File: src/rtl/ccff_bitstream_loader.sv
// ccff_bitstream_loader
//
// Configuration-chain programmer. Bytes arrive over a valid/ready handshake
// and are serialised LSB-first onto the configuration flip-flop chain head.
// Exactly CHAIN_LEN bits are shifted per load, after which config_done is
// raised. The old chain contents coming out of ccff_tail are folded into a
// running parity for readback checking.
//
// Ports:
//   prog_clk       programming clock, rising-edge active
//   pReset         asynchronous active-high reset
//   start          single-cycle request to begin a load (IDLE/DONE only)
//   data_in        bitstream byte, bit 0 shifted first
//   data_valid     data_in is valid
//   data_ready     loader accepts a byte this cycle (FETCH state)
//   ccff_head      registered serial bit into the chain
//   ccff_shift_en  registered chain shift enable
//   ccff_tail      chain tail output
//   bits_loaded    bits shifted since the last start
//   busy           load in progress
//   config_done    all CHAIN_LEN bits shifted; sticky until start/reset
//   tail_parity    XOR of ccff_tail over every shift_en edge

module ccff_bitstream_loader #(
    parameter int CHAIN_LEN = 64,
    parameter int CNT_W     = 16
) (
    input  logic             prog_clk,
    input  logic             pReset,
    input  logic             start,
    input  logic [7:0]       data_in,
    input  logic             data_valid,
    output logic             data_ready,
    output logic             ccff_head,
    output logic             ccff_shift_en,
    input  logic             ccff_tail,
    output logic [CNT_W-1:0] bits_loaded,
    output logic             busy,
    output logic             config_done,
    output logic             tail_parity
);

    typedef enum logic [1:0] {
        IDLE,
        FETCH,
        SHIFT,
        DONE
    } state_t;

    localparam logic [CNT_W-1:0] CHAIN_LEN_C = CNT_W'(CHAIN_LEN);

    state_t           state;
    state_t           state_next;
    logic [7:0]       shift_buf;
    logic [3:0]       bit_idx;
    logic [CNT_W-1:0] bits_next;
    logic             accept;
    logic             launch;

    assign bits_next = bits_loaded + CNT_W'(1);

    always_ff @(posedge prog_clk or posedge pReset) begin
        if (pReset) begin
            state <= IDLE;
        end else begin
            state <= state_next;
        end
    end

    // Next-state and Moore outputs. The CHAIN_LEN check takes priority over
    // the end-of-byte check so the high bits of a final partial byte are
    // never shifted.
    always_comb begin
        state_next = state;
        data_ready = 1'b0;
        busy       = 1'b0;
        accept     = 1'b0;
        launch     = 1'b0;
        case (state)
            IDLE: begin
                if (start) begin
                    launch     = 1'b1;
                    state_next = FETCH;
                end
            end
            FETCH: begin
                busy       = 1'b1;
                data_ready = 1'b1;
                if (data_valid) begin
                    accept     = 1'b1;
                    state_next = SHIFT;
                end
            end
            SHIFT: begin
                busy = 1'b1;
                if (bits_next == CHAIN_LEN_C) begin
                    state_next = DONE;
                end else if (bit_idx == 4'd7) begin
                    // this cycle's increment brings the bit index to 8
                    state_next = FETCH;
                end
            end
            DONE: begin
                if (start) begin
                    launch     = 1'b1;
                    state_next = FETCH;
                end
            end
            default: begin
                state_next = IDLE;
            end
        endcase
    end

    // Datapath. Head and shift enable are registered, so each bit leaves one
    // cycle after its SHIFT cycle; the last pulse therefore lands in DONE,
    // and config_done is set on that pulse so it appears one cycle later.
    always_ff @(posedge prog_clk or posedge pReset) begin
        if (pReset) begin
            shift_buf     <= '0;
            bit_idx       <= '0;
            ccff_head     <= 1'b0;
            ccff_shift_en <= 1'b0;
            bits_loaded   <= '0;
            config_done   <= 1'b0;
            tail_parity   <= 1'b0;
        end else begin
            ccff_shift_en <= (state == SHIFT);
            if (state == SHIFT) begin
                ccff_head   <= shift_buf[0];
                shift_buf   <= {1'b0, shift_buf[7:1]};
                bit_idx     <= bit_idx + 4'd1;
                bits_loaded <= bits_next;
            end
            if (accept) begin
                shift_buf <= data_in;
                bit_idx   <= '0;
            end
            if (launch) begin
                bits_loaded <= '0;
                tail_parity <= 1'b0;
                config_done <= 1'b0;
            end else begin
                if (ccff_shift_en) begin
                    tail_parity <= tail_parity ^ ccff_tail;
                end
                if ((state == DONE) && ccff_shift_en) begin
                    config_done <= 1'b1;
                end
            end
        end
    end

endmodule

File: config.mk
export PLATFORM = sky130hd
export DESIGN_NAME = ccff_bitstream_loader
export DESIGN_NICKNAME = d
export VERILOG_FILES = /design/src/rtl/ccff_bitstream_loader.sv
export SDC_FILE = /design/constraint.sdc
export NUM_CORES = 1
export LEC_CHECK = 0
export ABC_AREA = 1
export ABC_CLOCK_PERIOD_IN_PS = 1800
export CORE_AREA = 5 5 71 73
export CTS_CLUSTER_SIZE = 20
export DETAILED_ROUTE_END_ITERATION = 10
export DIE_AREA = 0 0 76 78
export PLACE_DENSITY_LB_ADDON = 0.08
export SLEW_MARGIN = 20
export SYNTH_ARGS = -nofsm -noshare
export SYNTH_HDL_FRONTEND = slang
export SYNTH_SLANG_ARGS = --single-unit
File: constraint.sdc
create_clock -name prog_clk -period 1.8 [get_ports prog_clk]
set_input_delay 0.27 -clock prog_clk [delete_from_list [all_inputs] [get_ports prog_clk]]
set_output_delay 0.27 -clock prog_clk [all_outputs]
set_load 0.01 [all_outputs]
==> results of run 1 <==
Yosys cell counts:
cell       n  area (um2)
nand2_1   81         304
inv_1     42         158
dfrtp_1   34         851
nand3_1   19        95.1
o21ai_0   17        85.1
nor2_1    14        52.6
ha_1       7        87.6
nor2_2     7        43.8
o22ai_1    7        43.8
clkbuf_1   5        18.8
nand2_2    5        31.3
nand4_1    5        31.3
a21oi_1    4        20.0
o311ai_0   4        35.0
nor3_1     3        15.0
o211ai_1   3        22.5
nand3_2    2        20.0
o21ai_1    2        10.0
buf_1      1        3.75
nand2_4    1        11.3
nand3b_1   1        7.51
nor2_4     1        11.3
o21ai_2    1        8.76
o31ai_1    1        7.51
power breakdown:
part           switching (W)  total [W]  internal [W]
Sequential          0.000120    0.00108      0.000962
Clock               0.000283   0.000591      0.000309
Combinational       0.000745    0.00129      0.000541
Total                0.00115    0.00296       0.00181
state kept, by name (all words and copies together), names as in the netlist:
| register | cells |
|---|---|
| bit_idx | 4 |
| config_done | 1 |
| tail_parity | 1 |
| state | 2 |
| bits_loaded | 16 |
| ccff_shift_en | 1 |
| ccff_head | 1 |
| shift_buf | 8 |
repair_timing:
| item | in CTS | in global routing |
|---|---|---|
| pin swaps | 0 | 14 |
| endpoints found under the setup margin | 4 | 2 |
| setup buffers | 0 | 5 |
| hold buffers | 0 | 0 |
| resized for setup | 4 | 27 |
layout by cell type, fill, tap and decap left out, types with 2 or more instances in the layout:
cell              n
nor2_2            2
nor2_1           12
dfrtp_1          31
a21oi_1           4
dlygate4sd2_1     2
nand2_1          74
o211ai_1          3
o311ai_0          4
dfrtp_2           3
nand3_2           5
nand2_2          11
nand2_4           2
buf_4            14
clkbuf_8          6
o22ai_1           7
o21ai_2           2
clkdlybuf4s50_1  32
inv_2             2
ha_1              6
nor3_1            3
nor2_4            8
o21ai_0          17
nand4_1           5
inv_1            40
nand3_1          16
area by class of cell:
type | instances | area share (%)
timing repair buffer | 49 | 17.1
multi-input combinational | 185 | 39.0
tap | 52 | 2.45
inverter | 42 | 5.93
clock buffer | 7 | 3.25
clock inverter | 1 | 0.188
sequential | 34 | 32.1
worst register-to-register path, cell delays in order (launching register included):
cell,delay [ns]
dfrtp_1,0.41
ha_4,0.19
nand2_4,0.06
nor2_4,0.18
nand3_2,0.10
nand2_2,0.07
nand2_1,0.05
nor2_1,0.10
nand2_1,0.11
nor2_4,0.14
nand2_2,0.06
nand2_2,0.09
nand2_2,0.06
nand2_1,0.05
nand2_1,0.05
stage by stage:
step	TNS, ns	hold WS [ns]	setup WS (ns)	total power, W	instance area [um2]
detailed placement	-0.0218	0.466	-0.0126	0.00239	2430
floorplan	0	0.391	0.0262	0.00183	1970
global placement	-0.00320	0.464	-0.00320	0.00237	2430
CTS	0	0.392	0.00336	0.00297	2530
global route	-0.334	0.435	-0.172	0.00320	2660
finish	-0.0688	0.372	-0.0351	0.00296	2660
cell families after synthesis:
group,after synthesis,synth area share [%]
buf+inv,48,9.13
flops,34,43.1
simple gates,139,31.6
compound gates,39,11.8
fa+ha+maj,7,4.44
final timing paths:
kind / startpoint / endpoint / slack, ns
min in group prog_clk: ccff_head / ccff_head / 0.47
worst max register to register: bits_loaded[1] / state[1] / -0.04
max in group asynchronous: pReset / bits_loaded[10] / 1.07
worst min-delay path: pReset / bits_loaded[4] / 0.37
worst min register to register: ccff_head / ccff_head / 0.47
worst max-delay path: bits_loaded[1] / state[1] / -0.04
layer usage:
layer / vias up / share of wire [%] / track usage, %
li1: 956 / - / -
met1: 918 / 46 / 19.7
met2: 41 / 48 / 26.8
met3: 7 / 4.0 / 3.59
met4: 0 / 2.0 / 7.47
met5: - / 0 / 0
==> run summary, run 1 <==
In the global route stage, overall resource usage came out at 16.1%. The detailed-route wire length per cell is 13.1 um. After synthesis the netlist holds a flip-flop and latch count of 34. The remaining antenna violation count is 0. The leakage component of the power came out at 1.23 nW. The total count of max-transition violations in the final report came out at 0. The pre-antenna-repair detailed-routing pass consisted of 5 iterations.

The share of layout cells above drive strength 1 came out at 18.2%. Compared with the post-synthesis result, the final layout area differs by 34.7%. At the end of routability-driven placement, the weighted congestion stood at 0.853. The effective utilization at floorplan is 46.0%.

Counting both buffers and inverters, the worst setup path holds a total of 0. The violation count after the first detailed-routing iteration came out at 115. The final instance count without filler cells came out at 370. The minimum setup slack in the final design is -0.0351 ns. For the final database, setup skew stands at 0.00451 ns. The number of global-route vias before repair came out at 1,734.

The worst setup path is captured at a flip-flop. Measured along the x axis, the die boundary spans 76 um. In this run the cell area of the synthesized design comes to 1970 um2. The flow ran to the end, but the final reports show violations.

STA puts the critical path data required time at 1.98 ns. In this run the count of I/O pins placed on the die edge is 35. The slowest stage of the critical path is the dfrtp_1 cell. The worst setup path is launched from a flip-flop. The via density per instance is 5.19. The overall die height came out at 78 um. Summing all multi-input logic gate instances after layout gives 1040 um2. The checks that failed: negative setup slack. The post-synthesis average cell area is 7.39 um2.

The critical path in this run is classified as reg -> reg. The number of DRC violations after detailed routing is 0. The number of unique standard cell types used by synthesis came out at 24.

For this block, the routed nets add up to 4850 um of wire. The number of fill cells came out at 411. Derived from the worst setup path, the maximum achievable clock frequency is 545 MHz. Synthesis produced a netlist whose cell count is 267. Max-cap violations in this run came to 0.

The number of buffers added on ports is 34. The CTS buffer count is 5. The critical path crosses 14 cells after its start point. The maximum number of buffers from clock root to sink came out at 2.

The cell count of the worst reg-to-reg path came out at 14. The total overflow left after global routing is 0. TritonCTS built the clock tree. During synthesis, Yosys emitted a total of 0 warnings.

Dividing total power by cell area gives a power density of 1110 nW/um2. The die covers 5930 um2. The HPWL reported at the end of detailed placement came out at 3290 um. The latest clock arrival within the worst-skew pair is 0.28 ns.

The worst vdd rail ir drop came out at 0.000706 V. The max-slew headroom at the worst pin came out at 70.2%. The utilization after layout came out at 61.9%. The number of placement rows is 24. The global-route wire length before repair is 7840 um. The total number of nets in the final design came out at 337.

The number of antenna violations at the first check in global routing came out at 0. The register area is 855 um2. The time the final worst path needs with I/O delays and setup is 1.84 ns. The final count of negative-setup-slack endpoints came out at 2. Grouping stages by cell kind, the critical path spends the most delay in simple AND/OR/NAND/NOR gates.

The data arrival at the endpoint of the critical path is 2.01 ns. The signal on the critical path passes through ha_4 > nand2_4 > nor2_4 > nand3_2 > nand2_2 > nand2_1 > nor2_1 > nand2_1 > nor2_4 > nand2_2 > nand2_2 > nand2_2 > nand2_1 > nand2_1. The detailed-route via count came out at 1,922. In this run the clock root is driven by a clkbuf_8. After synthesis, flip-flops and latches occupy 43.1% of the total area. The critical path's largest stage delay came out at 0.41 ns. The area of the placeable core is 4290 um2. The slew at the pin closest to its max-slew limit is 0.448 ns. The final hold violation count came out at 0. The path class of the tightest hold or removal check is in -> async. The net count after synthesis came out at 287. The pin count of the biggest net entering global routing is 35. The antenna cell count came out at 0. Along the worst path, the maximum fanout reaches 4.

Setup repair after global routing could not meet its margin everywhere. After detailed placement, the design holds a cell count of 357. The count of H-tree levels built during CTS is 2. Dividing the final minimum period by the clock period gives 102%. The clock-pin transition on the worst setup and hold timing paths came out at 0.07 ns. CTS saw 34 sinks.
Note: power is estimated with default switching activity, not from simulation.
==> inputs of run 2 (changes only) <==
GPL_ROUTABILITY_DRIVEN = 0   (was unset)
==> results of run 2 <==
No change in the layout: final DEF, timing and power equal those of run 1.
==> inputs of run 3 (changes only) <==
ABC_CLOCK_PERIOD_IN_PS = unset   (was 1800)
==> results of run 3 <==
No change in the layout: final DEF, timing and power equal those of run 1.
